[config.mk]
export PLATFORM = sky130hd
export DESIGN_NAME = wb_regfile
export DESIGN_NICKNAME = d
export VERILOG_FILES = /design/src/rtl/wb_regfile_pkg.sv /design/src/rtl/wb_read_port.sv /design/src/rtl/wb_regfile.sv
export SDC_FILE = /design/constraint.sdc
export NUM_CORES = 2
export LEC_CHECK = 0
export CORE_ASPECT_RATIO = 0.7
export CORE_UTILIZATION = 38
export DETAILED_ROUTE_END_ITERATION = 8
export PLACE_DENSITY = 0.65
export SYNTH_ARGS = -nofsm -noshare
export SYNTH_HDL_FRONTEND = slang
export SYNTH_SLANG_ARGS = --single-unit
export TNS_END_PERCENT = 100
[constraint.sdc]
create_clock -name clk_i -period 4.5 [get_ports clk_i]
set_clock_uncertainty 0.1 [all_clocks]
set_input_delay 1.35 -clock clk_i [delete_from_list [all_inputs] [get_ports clk_i]]
set_output_delay 1.35 -clock clk_i [all_outputs]
set_load 0.1 [all_outputs]
[src/rtl/wb_regfile_pkg.sv]
// Shared MEM/WB write-back definitions: widths, the x0 address and the bundle
// that MEM_WB hands to the write-back stage.
package wb_regfile_pkg;

    localparam int DATA_W = 32;
    localparam int ADDR_W = 5;
    localparam logic [ADDR_W-1:0] REG_ZERO = 5'd0;

    typedef struct packed {
        logic              RegWrite;
        logic              MemtoReg;
        logic [DATA_W-1:0] ALUresult;
        logic [DATA_W-1:0] Readdata;
        logic [ADDR_W-1:0] RDaddr;
    } wb_bundle_t;

endpackage

[src/rtl/wb_read_port.sv]
// One ID-stage read port: x0 forced to zero, same-cycle write-through bypass,
// otherwise the stored register value.
module wb_read_port #(
    parameter int DATA_W = 32,
    parameter int ADDR_W = 5
) (
    input  logic [ADDR_W-1:0] rs_addr,
    input  logic [ADDR_W-1:0] rd_addr,
    input  logic              wb_valid,
    input  logic [DATA_W-1:0] wb_data,
    input  logic [DATA_W-1:0] reg_data,
    output logic [DATA_W-1:0] rs_data
);
    import wb_regfile_pkg::REG_ZERO;

    always_comb begin
        rs_data = reg_data;
        if (rs_addr == ADDR_W'(REG_ZERO))
            rs_data = '0;
        else if (wb_valid && (rs_addr == rd_addr))
            rs_data = wb_data;
    end

endmodule

[src/rtl/wb_regfile.sv]
// Write-back stage and integer register file: selects the WB value, commits it
// on the clock edge, serves two bypassed read ports and counts retired writes.
module wb_regfile #(
    parameter int DATA_W = 32,
    parameter int ADDR_W = 5,
    parameter int CNT_W  = 32
) (
    input  logic              clk_i,
    input  logic              rst_i,
    input  logic              RegWrite_i,
    input  logic              MemtoReg_i,
    input  logic [DATA_W-1:0] ALUresult_i,
    input  logic [DATA_W-1:0] Readdata_i,
    input  logic [ADDR_W-1:0] RDaddr_i,
    input  logic [ADDR_W-1:0] RS1addr_i,
    input  logic [ADDR_W-1:0] RS2addr_i,
    output logic [DATA_W-1:0] RS1data_o,
    output logic [DATA_W-1:0] RS2data_o,
    output logic [DATA_W-1:0] WBdata_o,
    output logic              WBvalid_o,
    output logic [CNT_W-1:0]  WBcount_o
);
    import wb_regfile_pkg::REG_ZERO;

    localparam int NUM_REGS  = 2**ADDR_W;
    localparam int NUM_PORTS = 2;

    // x0 has no storage; entries start at 1.
    logic [DATA_W-1:0] regs [1:NUM_REGS-1];

    logic [NUM_PORTS-1:0][ADDR_W-1:0] rs_addr;
    logic [NUM_PORTS-1:0][DATA_W-1:0] reg_data;
    logic [NUM_PORTS-1:0][DATA_W-1:0] rs_data;

    assign WBdata_o  = MemtoReg_i ? Readdata_i : ALUresult_i;
    assign WBvalid_o = RegWrite_i && (RDaddr_i != ADDR_W'(REG_ZERO)) && rst_i;

    assign rs_addr   = {RS2addr_i, RS1addr_i};
    assign RS1data_o = rs_data[0];
    assign RS2data_o = rs_data[1];

    always_comb begin
        for (int p = 0; p < NUM_PORTS; p++) begin
            reg_data[p] = '0;
            if (rs_addr[p] != ADDR_W'(REG_ZERO))
                reg_data[p] = regs[rs_addr[p]];
        end
    end

    for (genvar p = 0; p < NUM_PORTS; p++) begin : g_port
        wb_read_port #(
            .DATA_W (DATA_W),
            .ADDR_W (ADDR_W)
        ) u_port (
            .rs_addr  (rs_addr[p]),
            .rd_addr  (RDaddr_i),
            .wb_valid (WBvalid_o),
            .wb_data  (WBdata_o),
            .reg_data (reg_data[p]),
            .rs_data  (rs_data[p])
        );
    end

    // WBvalid_o already folds in rst_i, so a write presented during reset is dropped.
    always_ff @(posedge clk_i) begin
        if (!rst_i) begin
            for (int i = 1; i < NUM_REGS; i++)
                regs[i] <= '0;
            WBcount_o <= '0;
        end else if (WBvalid_o) begin
            regs[RDaddr_i] <= WBdata_o;
            WBcount_o      <= WBcount_o + CNT_W'(1);
        end
    end

endmodule
* After elaboration in Yosys (flattened, before gate mapping)
Memories as Yosys holds them, arrays and structs flattened.
Index checks and enable logic that the tools add are counted.
** Operators by class
- Equality and inequality tests :: 2
- Multiplexer cells :: 14
- Add/subtract/negate cells :: 1
- Reduce and logical (&&, ||, !) cells :: 10
** Operators by type and width (count)
- 2-to-1 mux 32 bit :: 8
- adder 32 x 1 -> 32 bit (second input constant) :: 1
- OR reduction 32 bit :: 1
- nonzero test 5 bit :: 3
- == test 5 bit :: 2
- zero test 5 bit :: 2
- 2-to-1 mux 1 bit :: 5
- 2-to-1 mux 5 bit :: 1
- logical AND 1 bit :: 4
** Storage, ports and cells
- RAM bits :: 992
- Logic and storage cells :: 29
- Memories kept :: 1
- Register bits after elaboration :: 32
- Output and inout bits :: 129
** Memories
- regs :: depth 31, width 32, rd ports 2, clocked after Yosys merged registers in 0, wr ports 31, RTL line wb_regfile.sv:29 : logic [DATA_W-1:0] regs [1:NUM_REGS-1];

* Depth between registers and ports, before layout
- Depth in word-level cells :: 8
- Mapped depth :: 9

* Cells and area by module
A second synthesis with hierarchy kept.
** Unflattened totals
- Cell total of the unflattened synthesis :: 4014
- Area, all modules :: 55734.7 µm²
** Modules (own cells, without submodules)
- wb_regfile :: seq. area each 31390.1 µm², cells each 3768, instances 1, area an instance 54453.5 µm²
- wb_read_port :: seq. area each 0.0 µm², cells each 123, instances 2, area an instance 640.6 µm²

* Least setup slack after synthesis
OpenSTA, ideal clock, no wires.
- Kind :: input to output
- Start point :: input RDaddr_i[2]
- End point :: output RS1data_o[13]
- Stages :: 8
- Slack :: -1991 ps
- Buffers on the path :: 3
- Arrival :: 5041 ps
- Cells stage by stage :: or3_1 clkbuf_1 o211ai_2 or3_1 clkbuf_1 buf_2 nor2_1 a211oi_1
** On the way
- Cells in the longest elaborated chain, start to end :: 6
- Elaborated cells between the ends (all ways) :: 7
- Those cells by class :: 1 x eq/ne; 2 x mux; 4 x reduce/logical
** RTL lines
- start, declared :: RTL line wb_regfile.sv:14 : input logic [ADDR_W-1:0] RDaddr_i,
- nonzero test 5 bit :: RTL line wb_regfile.sv:36 : assign WBvalid_o = RegWrite_i && (RDaddr_i != ADDR_W'(REG_ZERO)) && rst_i;
- logical AND 1 bit (2 in series) :: RTL line wb_regfile.sv:36
- logical AND 1 bit (*) :: RTL line wb_read_port.sv:20 : else if (wb_valid && (rs_addr == rd_addr))
- 2-to-1 mux 32 bit (*) :: RTL line wb_read_port.sv:20
- 2-to-1 mux 32 bit (*) :: RTL line wb_read_port.sv:18 : if (rs_addr == ADDR_W'(REG_ZERO))
- end, declared :: RTL line wb_regfile.sv:17 : output logic [DATA_W-1:0] RS1data_o,
Mark *: on every way between the ends. The rest lies on a longest branch, timed or not.

* Final worst setup path
- Start point :: input RS1addr_i[0]
- End point :: output RS1data_o[25]
** On the way
- Cells in the longest elaborated chain, start to end :: 4
- Elaborated cells between the ends (all ways) :: 8
- Those cells by class :: 1 x eq/ne; 3 x mux; 3 x reduce/logical; 1 x memory
** RTL lines
- start, declared :: RTL line wb_regfile.sv:15 : input logic [ADDR_W-1:0] RS1addr_i,
- memory (31 x 32 bit) (tied with other cells)
- 2-to-1 mux 32 bit / logical AND 1 bit (equally long branches) :: RTL line wb_regfile.sv:45, wb_read_port.sv:20
- 2-to-1 mux 32 bit :: RTL line wb_read_port.sv:20
- 2-to-1 mux 32 bit (*) :: RTL line wb_read_port.sv:18
Marked as above.

==> impl_metrics.env <==
export IMPL_status="complete, but fails checks"
export IMPL_failed_checks="DRC, setup timing"
export IMPL_dp_hpwl_um=138000
export IMPL_num_vias=42100
export IMPL_nFillCells=11200
export IMPL_clockBufferDepth=3
export IMPL_io_buffer_count=211
export IMPL_rows=114
export IMPL_cpPeakStageDelay_ns=0.41
export IMPL_die_h_um=316
export IMPL_synthesis_area_mm2=0.0535
export IMPL_hold_depth=2
export IMPL_drive_gt1_share_pct=41.4
export IMPL_async_flop_share_pct=0
export IMPL_p_per_area_mw_per_mm2=368
export IMPL_synth_top_area_share_pct=57.4
export IMPL_max_freq_mhz=202
export IMPL_p_leak_nw=25.8
export IMPL_grt_pass1_wl_um=305000
export IMPL_dp_cells=6115
export IMPL_vias_per_cell=6.52
export IMPL_wl_met3_um=37400
export IMPL_stdcell_area_mm2=0.0722
export IMPL_place_ws_ns=-0.868
export IMPL_nNetsFinal=4593
export IMPL_critPathArrivalTime_ns=3.50
export IMPL_h_tree_depth=3
export IMPL_wl_per_cell_um=34.1
export IMPL_syn_inst=3861
export IMPL_die_width_um=451
export IMPL_yosys_register_bits=1056
export IMPL_final_antenna_net_count=0
export IMPL_clkSinkCount=1056
export IMPL_hold_end="WBcount_o[31]"
export IMPL_cts_hold_buf=0
export IMPL_synth_edf_count=1024
export IMPL_instances_no_fill=6458
export IMPL_fin_crit_sh_pct=110
export IMPL_antenna_found_initial=4
export IMPL_rrSetupSlack_ns=2.07
export IMPL_startpoint_type="input pin"
export IMPL_vdd_ir_drop_max_mv=0.374
export IMPL_cp_buffers_inverters=7
export IMPL_syn_to_final_growth_pct=34.8
export IMPL_drt_iter0_drc=7969
export IMPL_hp_class="flip-flop to flip-flop"
export IMPL_clk_pin_slew_worst_paths_ns=0.07
export IMPL_ys_warn_count=0
export IMPL_path_class="input pin to output port"
export IMPL_routedLengthMet1_um=74900
export IMPL_total_power_w=0.0266
export IMPL_r2r_cells=5
export IMPL_worstSkewPairLatency_ns=0.75
export IMPL_highest_layer="met5"
export IMPL_layout_commonest_cell="nor2_1"
export IMPL_max_slew_margin_pct=31.0
export IMPL_wirelength_um=220000
export IMPL_ys_types=60
export IMPL_slew_violations=0
export IMPL_synth_avg_cell_area_um2=13.9
export IMPL_grt_max_degree=43
export IMPL_ios=212
export IMPL_grt_usage_pct=30.3
export IMPL_cp_common_cell="buf_12"
export IMPL_start_util_pct=38.5
export IMPL_cts_root_buf="clkbuf_16"
export IMPL_synth_top_cell_by_area="edfxtp_1"
export IMPL_coreArea_mm2=0.139
export IMPL_dpl_cell_area_mm2=0.0645
export IMPL_hp_start="WBcount_o[31]"
export IMPL_worst_pin_slew_ns=1.03
export IMPL_ys_top_cells_by_area="edfxtp_1 (57%), mux4_2 (20%), nor2_1 (7.4%)"
export IMPL_crit_family="buffers and inverters"
export IMPL_wl_met2_um=93600
export IMPL_required_ns=3.05
export IMPL_cap_violations=0
export IMPL_yosysSeqAreaShare_pct=58.6
export IMPL_grt_setup_unrepaired="true"
export IMPL_die_area_mm2=0.142
export IMPL_remaining_drc_errors=40
export IMPL_setup_ws_ns=-0.452
export IMPL_grt_pass1_vias=40600
export IMPL_final_cell_mix="nor2_1 (1040), edfxtp_1 (1024), mux4_2 (485), buf_4 (441), buf_12 (251)"
export IMPL_r2r_start="WBcount_o[3]"
export IMPL_crit_path_cell_trace="buf_16, buf_16, buf_12, buf_12, buf_8, buf_6, mux4_2, o22ai_4, nor4_4, nand3_4, o21ai_4, buf_12"
export IMPL_finalCriticalPeriod_ns=4.95
export IMPL_final_core_util_pct=51.9
export IMPL_cp_max_fo=6
export IMPL_overflow=0
export IMPL_synth_flop_cell="edfxtp_1"
export IMPL_dr_pass1_iters=9
export IMPL_gp_congestion=0.960
export IMPL_finalSetupViolCount=65
export IMPL_cts_tree="done"
export IMPL_hold_violations=0
export IMPL_cts_buffers=104
export IMPL_end_kind="output port"
export IMPL_rr_endpoint="WBcount_o[30]"
export IMPL_cp_slowest_cell="mux4_2"
-- final cells by class --
class	instances	area, um^2	share of cell area [%]
Tap cell	1856	2320	3.22
Sequential cell	1056	31400	43.5
Clock inverter	74	782	1.08
Inverter	40	191	0.265
Timing Repair Buffer	912	11200	15.6
Clock buffer	123	2760	3.82
Antenna cell	2	5.00	0.00694
Multi-Input combinational cell	2395	23500	32.6
-- registers in the layout (all words and copies together), names as in the netlist --
signal	cells
WBcount_o	32
regs	1024
-- cells by family (layout without fill, tap and decap cells) --
family / count (synthesis) / in the layout / synth area share, %
flops: 1056 / 1056 / 58.6
other cells: 1 / 34 / 0.00701
buf+inv: 441 / 1149 / 3.30
xor+xnor: 24 / 24 / 0.393
simple gates: 1417 / 1417 / 10.9
mux: 607 / 607 / 22.7
fa+ha+maj: 1 / 1 / 0.0234
compound gates: 314 / 314 / 4.00
-- routing by layer --
| metal | global-route usage [%] | up-vias |
|---|---|---|
| li1 | - | 16100 |
| met1 | 39.5 | 21100 |
| met2 | 44.0 | 4017 |
| met3 | 11.5 | 858 |
| met4 | 16.2 | 4 |
| met5 | 0 | - |
-- worst max-delay path by stage --
| stage | slack, ns | to | depth (start not counted) | from |
|---|---|---|---|---|
| 5_1_grt | -0.50 | RS1data_o[8] | 12 | RS1addr_i[0] |
| 6_report | -0.45 | RS1data_o[25] | 12 | RS1addr_i[0] |
| 3_5_place_dp | -0.87 | RS1data_o[6] | 10 | RS1addr_i[4] |
| 4_1_cts | -0.39 | RS1data_o[8] | 12 | RS1addr_i[0] |
| 3_3_place_gp | -0.86 | RS1data_o[29] | 7 | RS1addr_i[4] |
| 2_1_floorplan | -0.39 | RS1data_o[13] | 8 | RDaddr_i[4] |
-- where the power goes --
| group | switching [W] | leakage, nW | internal, W |
|---|---|---|---|
| clock network | 0.00408 | 1.73 | 0.00520 |
| logic | 0.00331 | 14.1 | 0.00237 |
| registers | 0.000304 | 10.0 | 0.0113 |
-- synthesized netlist by cell type, types with 3 or more instances --
| master | instances |
|---|---|
| mux2_2 | 26 |
| and3b_1 | 5 |
| a32o_1 | 22 |
| buf_4 | 3 |
| nand3_1 | 44 |
| nor3_1 | 54 |
| nand4_1 | 7 |
| nor2_1 | 1054 |
| inv_1 | 39 |
| nand3b_1 | 5 |
| nor3b_1 | 10 |
| a221oi_1 | 26 |
| and4_1 | 6 |
| edfxtp_1 | 1024 |
| or4_1 | 4 |
| and3_1 | 4 |
| o22ai_1 | 119 |
| nor4_1 | 33 |
| dfxtp_1 | 32 |
| buf_2 | 71 |
| nor2b_1 | 8 |
| nand2b_1 | 13 |
| mux4_2 | 485 |
| or3_1 | 15 |
| mux2i_1 | 96 |
| xnor2_1 | 19 |
| and2_1 | 3 |
| a211oi_1 | 16 |
| clkbuf_1 | 308 |
| o21ai_0 | 47 |
| buf_1 | 17 |
| a22oi_1 | 34 |
| o221ai_1 | 5 |
| a21oi_1 | 25 |
| xor2_1 | 5 |
| a22o_1 | 5 |
| nand2_1 | 142 |
-- worst register-to-register path, delay by kind of cell (launching register included) --
family / cells / cell delay (ns)
AND/OR/NAND/NOR: 4 / 1.65
flip-flops: 1 / 0.44
AO/OA/AOI/OAI: 1 / 0.15
-- through the flow --
stage | TNS (ns) | hold slack, ns
2_1_floorplan | -9.37 | 0.791
3_3_place_gp | -37.24 | 0.372
3_5_place_dp | -38.83 | 0.376
4_1_cts | -15.68 | 0.390
5_1_grt | -19.12 | 0.430
6_report | -17.83 | 0.392
-- repair_timing --
item	4_1_cts	5_1_grt
setup buffers	111	60
pin swaps	108	116
gates resized for setup	388	173
endpoints found under the setup margin	64	64
cloned	20	5
Power figures use the tool's default switching activity.
